===== config.mk =====
export PLATFORM = sky130hd
export DESIGN_NAME = qm_decode_flat
export DESIGN_NICKNAME = d
export VERILOG_FILES = /design/src/rtl/qm_decode_if.sv /design/src/rtl/qm_decode.sv /design/src/flat_wrapper.sv
export SDC_FILE = /design/constraint.sdc
export NUM_CORES = 1
export LEC_CHECK = 0
export CAP_MARGIN = 20
export CORE_MARGIN = 2
export CORE_UTILIZATION = 40
export CTS_CLUSTER_SIZE = 24
export DETAILED_ROUTE_END_ITERATION = 6
export PLACE_DENSITY = 0.89
export SYNTH_ARGS = -nofsm -noshare
export SYNTH_HDL_FRONTEND = slang
export SYNTH_SLANG_ARGS = --single-unit

===== constraint.sdc =====
create_clock -name clk -period 8.95 [get_ports clk]
set_input_delay 1.79 -clock clk [delete_from_list [all_inputs] [get_ports clk]]
set_output_delay 1.79 -clock clk [all_outputs]
set_load 0.02 [all_outputs]

===== src/rtl/qm_decode_if.sv =====
// qm_decode_if: signal bundle around the decode stage.
//   fetch side : if_valid, if_instr, if_pc in; if_stall out
//   EX control : ex_stall, ex_flush in
//   reg file   : rf_ra1/rf_ra2 out, rf_rd1/rf_rd2 in
//   writeback  : wb_we, wb_wa, wb_wd in (bypass source)
//   ID/EX reg  : id_* out
// master = the decode stage, slave = the surrounding pipeline.
interface qm_decode_if;
  logic        if_valid;
  logic [31:0] if_instr;
  logic [31:0] if_pc;
  logic        if_stall;
  logic        ex_stall;
  logic        ex_flush;
  logic [4:0]  rf_ra1;
  logic [4:0]  rf_ra2;
  logic [31:0] rf_rd1;
  logic [31:0] rf_rd2;
  logic        wb_we;
  logic [4:0]  wb_wa;
  logic [31:0] wb_wd;
  logic        id_valid;
  logic [31:0] id_pc;
  logic [31:0] id_rs_val;
  logic [31:0] id_rt_val;
  logic [31:0] id_imm;
  logic [4:0]  id_dest;
  logic [3:0]  id_alu_op;
  logic        id_alu_imm;
  logic        id_reg_we;
  logic        id_mem_rd;
  logic        id_mem_wr;
  logic        id_br_eq;
  logic        id_br_ne;
  logic        id_illegal;

  modport master (
    input  if_valid, if_instr, if_pc, ex_stall, ex_flush,
           rf_rd1, rf_rd2, wb_we, wb_wa, wb_wd,
    output if_stall, rf_ra1, rf_ra2,
           id_valid, id_pc, id_rs_val, id_rt_val, id_imm, id_dest,
           id_alu_op, id_alu_imm, id_reg_we, id_mem_rd, id_mem_wr,
           id_br_eq, id_br_ne, id_illegal
  );

  modport slave (
    output if_valid, if_instr, if_pc, ex_stall, ex_flush,
           rf_rd1, rf_rd2, wb_we, wb_wa, wb_wd,
    input  if_stall, rf_ra1, rf_ra2,
           id_valid, id_pc, id_rs_val, id_rt_val, id_imm, id_dest,
           id_alu_op, id_alu_imm, id_reg_we, id_mem_rd, id_mem_wr,
           id_br_eq, id_br_ne, id_illegal
  );
endinterface


===== src/rtl/qm_decode.sv =====
// qm_decode: instruction decode stage of the q3kmips pipeline.
// Decodes the fetched word, reads the register file, bypasses the
// same-cycle writeback, inserts a bubble on load-use hazards and
// registers the result into the ID/EX pipeline register.
// Ports: clk, reset_n (async active-low), bus (qm_decode_if.master).
module qm_decode #(
  parameter logic [31:0] RESET_PC = 32'h0000_0000
) (
  input logic        clk,
  input logic        reset_n,
  qm_decode_if.master bus
);

  localparam logic [3:0] ALU_ADD = 4'd0, ALU_SUB = 4'd1, ALU_AND = 4'd2,
                         ALU_OR  = 4'd3, ALU_XOR = 4'd4, ALU_SLT = 4'd5,
                         ALU_SLL = 4'd6, ALU_SRL = 4'd7, ALU_PASSB = 4'd8;

  logic [5:0]  op, funct;
  logic [4:0]  rs, rt, rd, shamt;
  logic [15:0] imm16;
  logic [31:0] sext, zext;

  assign op    = bus.if_instr[31:26];
  assign rs    = bus.if_instr[25:21];
  assign rt    = bus.if_instr[20:16];
  assign rd    = bus.if_instr[15:11];
  assign shamt = bus.if_instr[10:6];
  assign funct = bus.if_instr[5:0];
  assign imm16 = bus.if_instr[15:0];
  assign sext  = {{16{imm16[15]}}, imm16};
  assign zext  = {16'h0000, imm16};

  assign bus.rf_ra1 = rs;
  assign bus.rf_ra2 = rt;

  logic [3:0]  d_alu_op;
  logic [31:0] d_imm;
  logic [4:0]  d_dest;
  logic        d_alu_imm, d_we, d_rd, d_wr, d_beq, d_bne, d_ill;
  logic        reads_rs, reads_rt;

  always_comb begin
    d_alu_op  = ALU_ADD;
    d_imm     = '0;
    d_dest    = '0;
    d_alu_imm = 1'b0;
    d_we      = 1'b0;
    d_rd      = 1'b0;
    d_wr      = 1'b0;
    d_beq     = 1'b0;
    d_bne     = 1'b0;
    d_ill     = 1'b0;
    reads_rs  = 1'b1;
    reads_rt  = 1'b0;
    case (op)
      6'h00: begin
        reads_rt = 1'b1;
        d_dest   = rd;
        d_we     = 1'b1;
        case (funct)
          6'h21: d_alu_op = ALU_ADD;
          6'h23: d_alu_op = ALU_SUB;
          6'h24: d_alu_op = ALU_AND;
          6'h25: d_alu_op = ALU_OR;
          6'h26: d_alu_op = ALU_XOR;
          6'h2A: d_alu_op = ALU_SLT;
          6'h00, 6'h02: begin
            // shifts take the amount from the word, only rt is a source
            d_alu_op  = (funct == 6'h00) ? ALU_SLL : ALU_SRL;
            d_imm     = {27'd0, shamt};
            d_alu_imm = 1'b1;
            reads_rs  = 1'b0;
          end
          default: d_ill = 1'b1;
        endcase
      end
      6'h09: begin d_alu_op = ALU_ADD; d_imm = sext; d_alu_imm = 1'b1; d_dest = rt; d_we = 1'b1; end
      6'h0A: begin d_alu_op = ALU_SLT; d_imm = sext; d_alu_imm = 1'b1; d_dest = rt; d_we = 1'b1; end
      6'h0C: begin d_alu_op = ALU_AND; d_imm = zext; d_alu_imm = 1'b1; d_dest = rt; d_we = 1'b1; end
      6'h0D: begin d_alu_op = ALU_OR;  d_imm = zext; d_alu_imm = 1'b1; d_dest = rt; d_we = 1'b1; end
      6'h0F: begin
        d_alu_op  = ALU_PASSB;
        d_imm     = {imm16, 16'h0000};
        d_alu_imm = 1'b1;
        d_dest    = rt;
        d_we      = 1'b1;
        reads_rs  = 1'b0;
      end
      6'h23: begin d_alu_op = ALU_ADD; d_imm = sext; d_alu_imm = 1'b1; d_dest = rt; d_we = 1'b1; d_rd = 1'b1; end
      6'h2B: begin d_alu_op = ALU_ADD; d_imm = sext; d_alu_imm = 1'b1; d_wr = 1'b1; reads_rt = 1'b1; end
      6'h04, 6'h05: begin
        d_alu_op = ALU_SUB;
        d_imm    = {sext[29:0], 2'b00};
        d_beq    = (op == 6'h04);
        d_bne    = (op == 6'h05);
        reads_rt = 1'b1;
      end
      default: d_ill = 1'b1;
    endcase
    if (d_ill) begin
      d_we     = 1'b0;
      d_rd     = 1'b0;
      d_wr     = 1'b0;
      d_beq    = 1'b0;
      d_bne    = 1'b0;
      d_dest   = '0;
      reads_rs = 1'b0;
      reads_rt = 1'b0;
    end
    if (d_dest == 5'd0) d_we = 1'b0;
  end

  // writeback lands in the file on this same edge, so forward it here
  logic [31:0] rs_val, rt_val;
  assign rs_val = (bus.wb_we && bus.wb_wa != 5'd0 && bus.wb_wa == rs) ? bus.wb_wd : bus.rf_rd1;
  assign rt_val = (bus.wb_we && bus.wb_wa != 5'd0 && bus.wb_wa == rt) ? bus.wb_wd : bus.rf_rd2;

  logic hz;
  assign hz = bus.id_valid && bus.id_mem_rd && bus.if_valid &&
              ((reads_rs && bus.id_dest == rs) || (reads_rt && bus.id_dest == rt));

  // a flush redirects fetch, so a pending hazard must not hold it
  assign bus.if_stall = bus.ex_stall | (hz & ~bus.ex_flush);

  always_ff @(posedge clk or negedge reset_n) begin
    if (!reset_n) begin
      bus.id_valid   <= 1'b0;
      bus.id_pc      <= RESET_PC;
      bus.id_rs_val  <= '0;
      bus.id_rt_val  <= '0;
      bus.id_imm     <= '0;
      bus.id_dest    <= '0;
      bus.id_alu_op  <= '0;
      bus.id_alu_imm <= 1'b0;
      bus.id_reg_we  <= 1'b0;
      bus.id_mem_rd  <= 1'b0;
      bus.id_mem_wr  <= 1'b0;
      bus.id_br_eq   <= 1'b0;
      bus.id_br_ne   <= 1'b0;
      bus.id_illegal <= 1'b0;
    end else if (bus.ex_stall) begin
      // hold everything; a concurrent flush is re-presented after the stall
    end else if (bus.ex_flush || hz || !bus.if_valid) begin
      bus.id_valid <= 1'b0;
    end else begin
      bus.id_valid   <= 1'b1;
      bus.id_pc      <= bus.if_pc;
      bus.id_rs_val  <= rs_val;
      bus.id_rt_val  <= rt_val;
      bus.id_imm     <= d_imm;
      bus.id_dest    <= d_dest;
      bus.id_alu_op  <= d_alu_op;
      bus.id_alu_imm <= d_alu_imm;
      bus.id_reg_we  <= d_we;
      bus.id_mem_rd  <= d_rd;
      bus.id_mem_wr  <= d_wr;
      bus.id_br_eq   <= d_beq;
      bus.id_br_ne   <= d_bne;
      bus.id_illegal <= d_ill;
    end
  end

endmodule


===== src/flat_wrapper.sv =====
// flat-port wrapper written by rule: the top's interface ports become plain ports
module qm_decode_flat 
#(
  parameter logic [31:0] RESET_PC = 32'h0000_0000
)
  (clk, reset_n, bus_if_valid, bus_if_instr, bus_if_pc, bus_ex_stall, bus_ex_flush, bus_rf_rd1, bus_rf_rd2, bus_wb_we, bus_wb_wa, bus_wb_wd, bus_if_stall, bus_rf_ra1, bus_rf_ra2, bus_id_valid, bus_id_pc, bus_id_rs_val, bus_id_rt_val, bus_id_imm, bus_id_dest, bus_id_alu_op, bus_id_alu_imm, bus_id_reg_we, bus_id_mem_rd, bus_id_mem_wr, bus_id_br_eq, bus_id_br_ne, bus_id_illegal);
  qm_decode_if bus_i ();
  input logic clk;
  input logic reset_n;
  input wire logic [$bits(bus_i.if_valid)-1:0] bus_if_valid;
  input wire logic [$bits(bus_i.if_instr)-1:0] bus_if_instr;
  input wire logic [$bits(bus_i.if_pc)-1:0] bus_if_pc;
  input wire logic [$bits(bus_i.ex_stall)-1:0] bus_ex_stall;
  input wire logic [$bits(bus_i.ex_flush)-1:0] bus_ex_flush;
  input wire logic [$bits(bus_i.rf_rd1)-1:0] bus_rf_rd1;
  input wire logic [$bits(bus_i.rf_rd2)-1:0] bus_rf_rd2;
  input wire logic [$bits(bus_i.wb_we)-1:0] bus_wb_we;
  input wire logic [$bits(bus_i.wb_wa)-1:0] bus_wb_wa;
  input wire logic [$bits(bus_i.wb_wd)-1:0] bus_wb_wd;
  output wire logic [$bits(bus_i.if_stall)-1:0] bus_if_stall;
  output wire logic [$bits(bus_i.rf_ra1)-1:0] bus_rf_ra1;
  output wire logic [$bits(bus_i.rf_ra2)-1:0] bus_rf_ra2;
  output wire logic [$bits(bus_i.id_valid)-1:0] bus_id_valid;
  output wire logic [$bits(bus_i.id_pc)-1:0] bus_id_pc;
  output wire logic [$bits(bus_i.id_rs_val)-1:0] bus_id_rs_val;
  output wire logic [$bits(bus_i.id_rt_val)-1:0] bus_id_rt_val;
  output wire logic [$bits(bus_i.id_imm)-1:0] bus_id_imm;
  output wire logic [$bits(bus_i.id_dest)-1:0] bus_id_dest;
  output wire logic [$bits(bus_i.id_alu_op)-1:0] bus_id_alu_op;
  output wire logic [$bits(bus_i.id_alu_imm)-1:0] bus_id_alu_imm;
  output wire logic [$bits(bus_i.id_reg_we)-1:0] bus_id_reg_we;
  output wire logic [$bits(bus_i.id_mem_rd)-1:0] bus_id_mem_rd;
  output wire logic [$bits(bus_i.id_mem_wr)-1:0] bus_id_mem_wr;
  output wire logic [$bits(bus_i.id_br_eq)-1:0] bus_id_br_eq;
  output wire logic [$bits(bus_i.id_br_ne)-1:0] bus_id_br_ne;
  output wire logic [$bits(bus_i.id_illegal)-1:0] bus_id_illegal;
  assign bus_i.if_valid = bus_if_valid;
  assign bus_i.if_instr = bus_if_instr;
  assign bus_i.if_pc = bus_if_pc;
  assign bus_i.ex_stall = bus_ex_stall;
  assign bus_i.ex_flush = bus_ex_flush;
  assign bus_i.rf_rd1 = bus_rf_rd1;
  assign bus_i.rf_rd2 = bus_rf_rd2;
  assign bus_i.wb_we = bus_wb_we;
  assign bus_i.wb_wa = bus_wb_wa;
  assign bus_i.wb_wd = bus_wb_wd;
  assign bus_if_stall = bus_i.if_stall;
  assign bus_rf_ra1 = bus_i.rf_ra1;
  assign bus_rf_ra2 = bus_i.rf_ra2;
  assign bus_id_valid = bus_i.id_valid;
  assign bus_id_pc = bus_i.id_pc;
  assign bus_id_rs_val = bus_i.id_rs_val;
  assign bus_id_rt_val = bus_i.id_rt_val;
  assign bus_id_imm = bus_i.id_imm;
  assign bus_id_dest = bus_i.id_dest;
  assign bus_id_alu_op = bus_i.id_alu_op;
  assign bus_id_alu_imm = bus_i.id_alu_imm;
  assign bus_id_reg_we = bus_i.id_reg_we;
  assign bus_id_mem_rd = bus_i.id_mem_rd;
  assign bus_id_mem_wr = bus_i.id_mem_wr;
  assign bus_id_br_eq = bus_i.id_br_eq;
  assign bus_id_br_ne = bus_i.id_br_ne;
  assign bus_id_illegal = bus_i.id_illegal;
  qm_decode #(.RESET_PC(RESET_PC)) u_core (.clk(clk), .reset_n(reset_n), .bus(bus_i));
endmodule

==> results.toml <==
[die]
die_w_um = 139
coreArea_um2 = 17900
die-area_um2 = 19300
initial_core_util_pct = 40.6
io_pins = 327
rows = 49
die_y_um = 139

[worst_setup_path]
crit_family = "simple AND/OR/NAND/NOR gates"
crit_chain = "clkdlybuf4s50_1, and2_1, and4_1, or4_4, a2111oi_4, nand2_1, nand2_1, clkdlybuf4s50_1"
end_kind = "primary output"
crit_fanout = 18
critPathBufInv = 2
worstPathRequired_ns = 7.16
slowest_delay_ns = 0.66
worstPathArrival_ns = 4.86
crit_type = "in -> out"
critPathLaunchType = "primary input"
slowest_stage = "clkdlybuf4s50_1"

[synthesis]
yosysSeqAreaShare_pct = 49.9
async_flop_share_pct = 100
yosys.area.top_type_share_pct = 49.9
yosysTopAreaCell = "dfrtp_1"
synth.most_common_cell = "o21ai_0"
syn_nets = 847
netlist_area_um2 = 7270
synth-main-ff-cell = "dfrtp_1"
syn_inst = 676
ys_ff_latch = 145
synth.area.top_cells = "dfrtp_1 (50%), o21ai_0 (12%), mux2i_1 (8.9%)"
synth.top_cells.by_count = "o21ai_0 (168), dfrtp_1 (145), mux2i_1 (65)"
synth_edf_count = 0
synth_cell_types = 50
yosysWarnings = 0
avgSynthCellArea_um2 = 10.8

[cts]
path_clk_slew_ns = 0.06
clk_latency_ns = 0.42
cts.sinks = 145
cts.repair.resized = 0
postCtsSetupRepairBufs = 0
clockRootBuffer = "clkbuf_16"
cts_buffers = 17
cts_buffer_depth = 2
postCtsHoldBufs = 0
htree_levels = 4
cts_tree = "built"

[cells_and_area]
drive_above_1_share_pct = 5.46
multi_input_area_um2 = 3280
fin_nets = 1130
fin_util_pct = 61.8
fillerInstances = 1468
diodes = 0
seq_area_um2 = 3630
areaGrowthSynthToFinish_pct = 52.2

[sta]
max-slew-margin-rel_pct = 43.3
period_needed_ns = 6.65
hold_violations = 0
worst_clock_skew_ns = 0.0160
rsz0062_at_grt = "false"
setup_ws_ns = 2.30
setup_violations = 0
timing.fmax_mhz = 150
fin_crit_sh_pct = 74.3
tns_ns = 0
worst_pin_slew_ns = 0.850
slew_viol_final = 0

[place]
dp_slack_ns = 2.27
post-dp-hpwl_um = 16800
io_buffers = 326
gp_congestion = 0.898

[drt]
drt-initial-drc-count = 472
route.detailed.drc = 0
ant_nets = 0
via_per_inst = 5.52
routed_wl_um = 23700
wl_per_cell_um = 19.8
dr.pass1.iters = 6
vias = 6613

[grt]
grt_max_degree = 89
overflow = 0
grtUsageMet3_pct = 7.04
antenna_found_initial = 0
grt.met1_usage_pct = 30.6
grt_pass1_vias = 6556
top_usage_layer = "met2"
grt_use_met2_pct = 39.8
grt_usage_pct = 24.1
grt_pass1_wl_um = 37100

[hold_path]
min_path_type = "reg -> reg"

[status]
outcome = "finished clean"

[power]
leakage_nw = 4.31
max-vdd-ir-drop_mv = 0.126
p_per_area_nw_per_um2 = 179

[run]
drv_cap = 0
## cells in the final DEF (no fill, tap or decap), types with 11 or more instances in the layout
| master | n |
|---|---|
| a21oi_1 | 21 |
| a22o_1 | 13 |
| clkbuf_16 | 17 |
| clkdlybuf4s50_1 | 325 |
| dfrtp_1 | 145 |
| mux2_1 | 46 |
| mux2i_1 | 65 |
| nand2_1 | 18 |
| nor2_1 | 11 |
| o21ai_0 | 168 |
| xnor2_1 | 17 |
## registers in the layout, summed over array words and instances (netlist names)
| register | count |
|---|---|
| u_core.bus.id_alu_op | 4 |
| u_core.bus.id_mem_wr | 1 |
| u_core.bus.id_mem_rd | 1 |
| u_core.bus.id_br_ne | 1 |
| u_core.bus.id_imm | 32 |
| u_core.bus.id_pc | 32 |
| u_core.bus.id_rt_val | 32 |
| u_core.bus.id_valid | 1 |
| u_core.bus.id_illegal | 1 |
| u_core.bus.id_br_eq | 1 |
| u_core.bus.id_rs_val | 32 |
| u_core.bus.id_dest | 5 |
| u_core.bus.id_reg_we | 1 |
| u_core.bus.id_alu_imm | 1 |
## worst paths after layout
kind	from	to	slack, ns	cells after the start
worst max-delay path	bus_if_instr[26]	bus_if_stall	2.30	8
min in group asynchronous	reset_n	u_core.bus.id_imm[8]$_DFFE_PN0P_	1.45	1
worst max register to register	u_core.bus.id_dest[3]$_DFFE_PN0P_	u_core.bus.id_pc[27]$_DFFE_PN0P_	4.67	8
worst min-delay path	u_core.bus.id_imm[31]$_DFFE_PN0P_	u_core.bus.id_imm[31]$_DFFE_PN0P_	0.49	1
max in group asynchronous	reset_n	u_core.bus.id_imm[14]$_DFFE_PN0P_	6.23	2
worst min register to register	u_core.bus.id_imm[31]$_DFFE_PN0P_	u_core.bus.id_imm[31]$_DFFE_PN0P_	0.49	1
## routing by layer
layer	share of wire, %	up-vias
met4	2.0	0
li1	-	3029
met5	0	-
met1	40	3197
met3	9.2	31
met2	49	356
## power breakdown
group / switching, mW / internal [mW] / total [mW]
logic: 0.263 / 0.271 / 0.534
clock network: 0.289 / 0.368 / 0.657
registers: 0.0470 / 0.741 / 0.788
## metrics by stage
stage	hold slack (ns)	std cells	power [mW]	area [um2]
after detailed placement	0.480	1168	1.33	10500
after floorplan	0.587	676	1.02	7270
after global placement	0.472	1168	1.32	10500
after CTS	0.494	1198	2.00	11100
after global routing	0.505	1199	2.07	11100
final	0.487	1199	1.98	11100
## layout make-up
class / count / area share [%]
clock inverter: 11 / 0.735
inverter: 5 / 0.170
sequential: 145 / 32.8
multi-input combinational: 456 / 29.6
timing repair buffer: 334 / 30.0
clock buffer: 19 / 4.09
tap: 229 / 2.59
## cells by family (layout without fill, tap and decap cells)
kind of cell | Yosys count | after routing | synth area share, %
xor+xnor | 24 | 24 | 2.89
mux | 115 | 115 | 16.7
compound gates | 239 | 239 | 19.2
flops | 145 | 145 | 49.9
simple gates | 78 | 78 | 5.90
buf+inv | 75 | 369 | 5.40
Power figures use the tool's default switching activity.
==> RTL change, RTL diff (config.mk and constraints unchanged) <==
Make the reset (`reset_n`) synchronous in one clocked block. Comments in the files are not updated.
--- a/src/rtl/qm_decode.sv
+++ b/src/rtl/qm_decode.sv
@@ -124,3 +124,3 @@
 
-  always_ff @(posedge clk or negedge reset_n) begin
+  always_ff @(posedge clk) begin
     if (!reset_n) begin
Formal check against the unedited RTL: differs if reset_n is asserted again (counterexample within 4 cycles, from zero or initial values and one cycle with reset_n low); with reset_n held inactive, the same outputs for 4 cycles.
==> RTL change against the original RTL <==
  * Total power decreased by 13%
  * Sequential cell count unchanged
  * First-iteration DRC count increased by 17%
  * Clock skew about the same
  * Wire length increased by 4.8%
  * Worst setup slack improved by 190 ps
  * Cell area increased by 0.54%
  * Synthesized area increased by 1.0%
  * Critical path type unchanged
  * Critical endpoint unchanged
  * Highest routed layer unchanged
==> RTL change: results (changes against the original RTL) <==
[pwr]
p_leak_uw=0.00486  ; was 0.00431 µW
ir_drop_mv=0.123  ; was 0.126 mV

[logic_synthesis]
syn-num-nets=961  ; was 847
synth_area_leaders=dfxtp_1 40%, mux2i_1 14%, o211a_1 13%  ; was dfrtp_1 50%, o21ai_0 12%, mux2i_1 8.9%
synthArstFlopShare_pct=0  ; was 100%
mappedNetlistArea_um2=7350  ; was 7270 µm²
synth_cell_types=57  ; was 50
synth_common_cells=145 x dfxtp_1, 102 x mux2i_1, 100 x nand2_1  ; was 168 x o21ai_0, 145 x dfrtp_1, 65 x mux2i_1
synth_xor_area_share_pct=2.62  ; was 2.89%
synth_compound_area_share_pct=19.8  ; was 19.2%
synthMuxAreaShare_pct=14.2  ; was 16.7%

[place]
dpl-instance-area_um2=10500  ; about the same
gp_congestion=0.855  ; was 0.898
hpwl_um=17700  ; was 16800 µm

[final_layout]
buffers_excl_clock=338  ; was 334
n_all_inverters=3  ; was 5
regArea_um2=2900  ; was 3630 µm²
final_nets=1227  ; was 1130
nMultiInputCombCells=551  ; was 456

[sta]
skew_ps=16.3  ; was 16.0 ps

[drt]
drt-initial-drc-count=554  ; was 472

[global_route]
grt_pass1_vias=7062  ; was 6556
grt_use_total_pct=24.5  ; was 24.1%
grt_max_degree=106  ; was 89

[outcome]
status=finished clean  ; unchanged

-- RTL change: changes by cell type after synthesis, moves of 8 or more --
cell     before  now
dfrtp_1     145    0
a22o_1       13    5
nand4_1       6   20
o211a_1       0   95
mux2_1       46    0
mux2i_1      65  102
nand2_1      18  100
buf_2         5   17
a21oi_1      21   11
dfxtp_1       0  145
nand3_1       5   92
o21ai_0     168    6
-- RTL change: through the flow --
step / total power [µW] / util [%] / hold WS [ps] / cells / setup WS [ps]
floorplan: 846 / - / 527 / 790 / 3470
global placement: 1010 / 58.6 / 437 / 1264 / 2550
detailed placement: 1010 / 58.6 / 446 / 1264 / 2520
CTS: 1720 / 61.8 / 460 / 1296 / 2510
global route: 1770 / 61.9 / 479 / 1299 / 2400
finish: 1710 / 61.9 / 454 / 1299 / 2490
-- RTL change: worst paths after layout --
check / startpoint / end / cells after the start
worst max register to register: u_core.bus.id_dest[4]$_SDFFE_PN0P_ / u_core.bus.id_alu_op[1]$_SDFFE_PN0P_ / 8
worst max-delay path: bus_if_instr[29] / bus_if_stall / 8
worst min register to register: u_core.bus.id_alu_op[3]$_SDFFE_PN0P_ / u_core.bus.id_alu_op[3]$_SDFFE_PN0P_ / 2
worst min-delay path: u_core.bus.id_alu_op[3]$_SDFFE_PN0P_ / u_core.bus.id_alu_op[3]$_SDFFE_PN0P_ / 2
-- RTL change: layer usage --
layer	global-route usage, %	routed length, µm	vias up
li1	-	-	3435
met5	0	0	-
met4	9.14	694	0
met1	30.2	9940	3429
met3	7.71	2290	43
met2	40.2	11900	347
-- RTL change: critical path, delay by kind of cell --
kind	cells	cell delay, ps
simple gates	3	930
buf+inv	3	1440
compound gates	2	510
-- RTL change: report_power, final --
group	total, µW	switching, µW	internal [µW]
sequential	688	15.3	673
clock	715	318	396
combinational	309	146	163
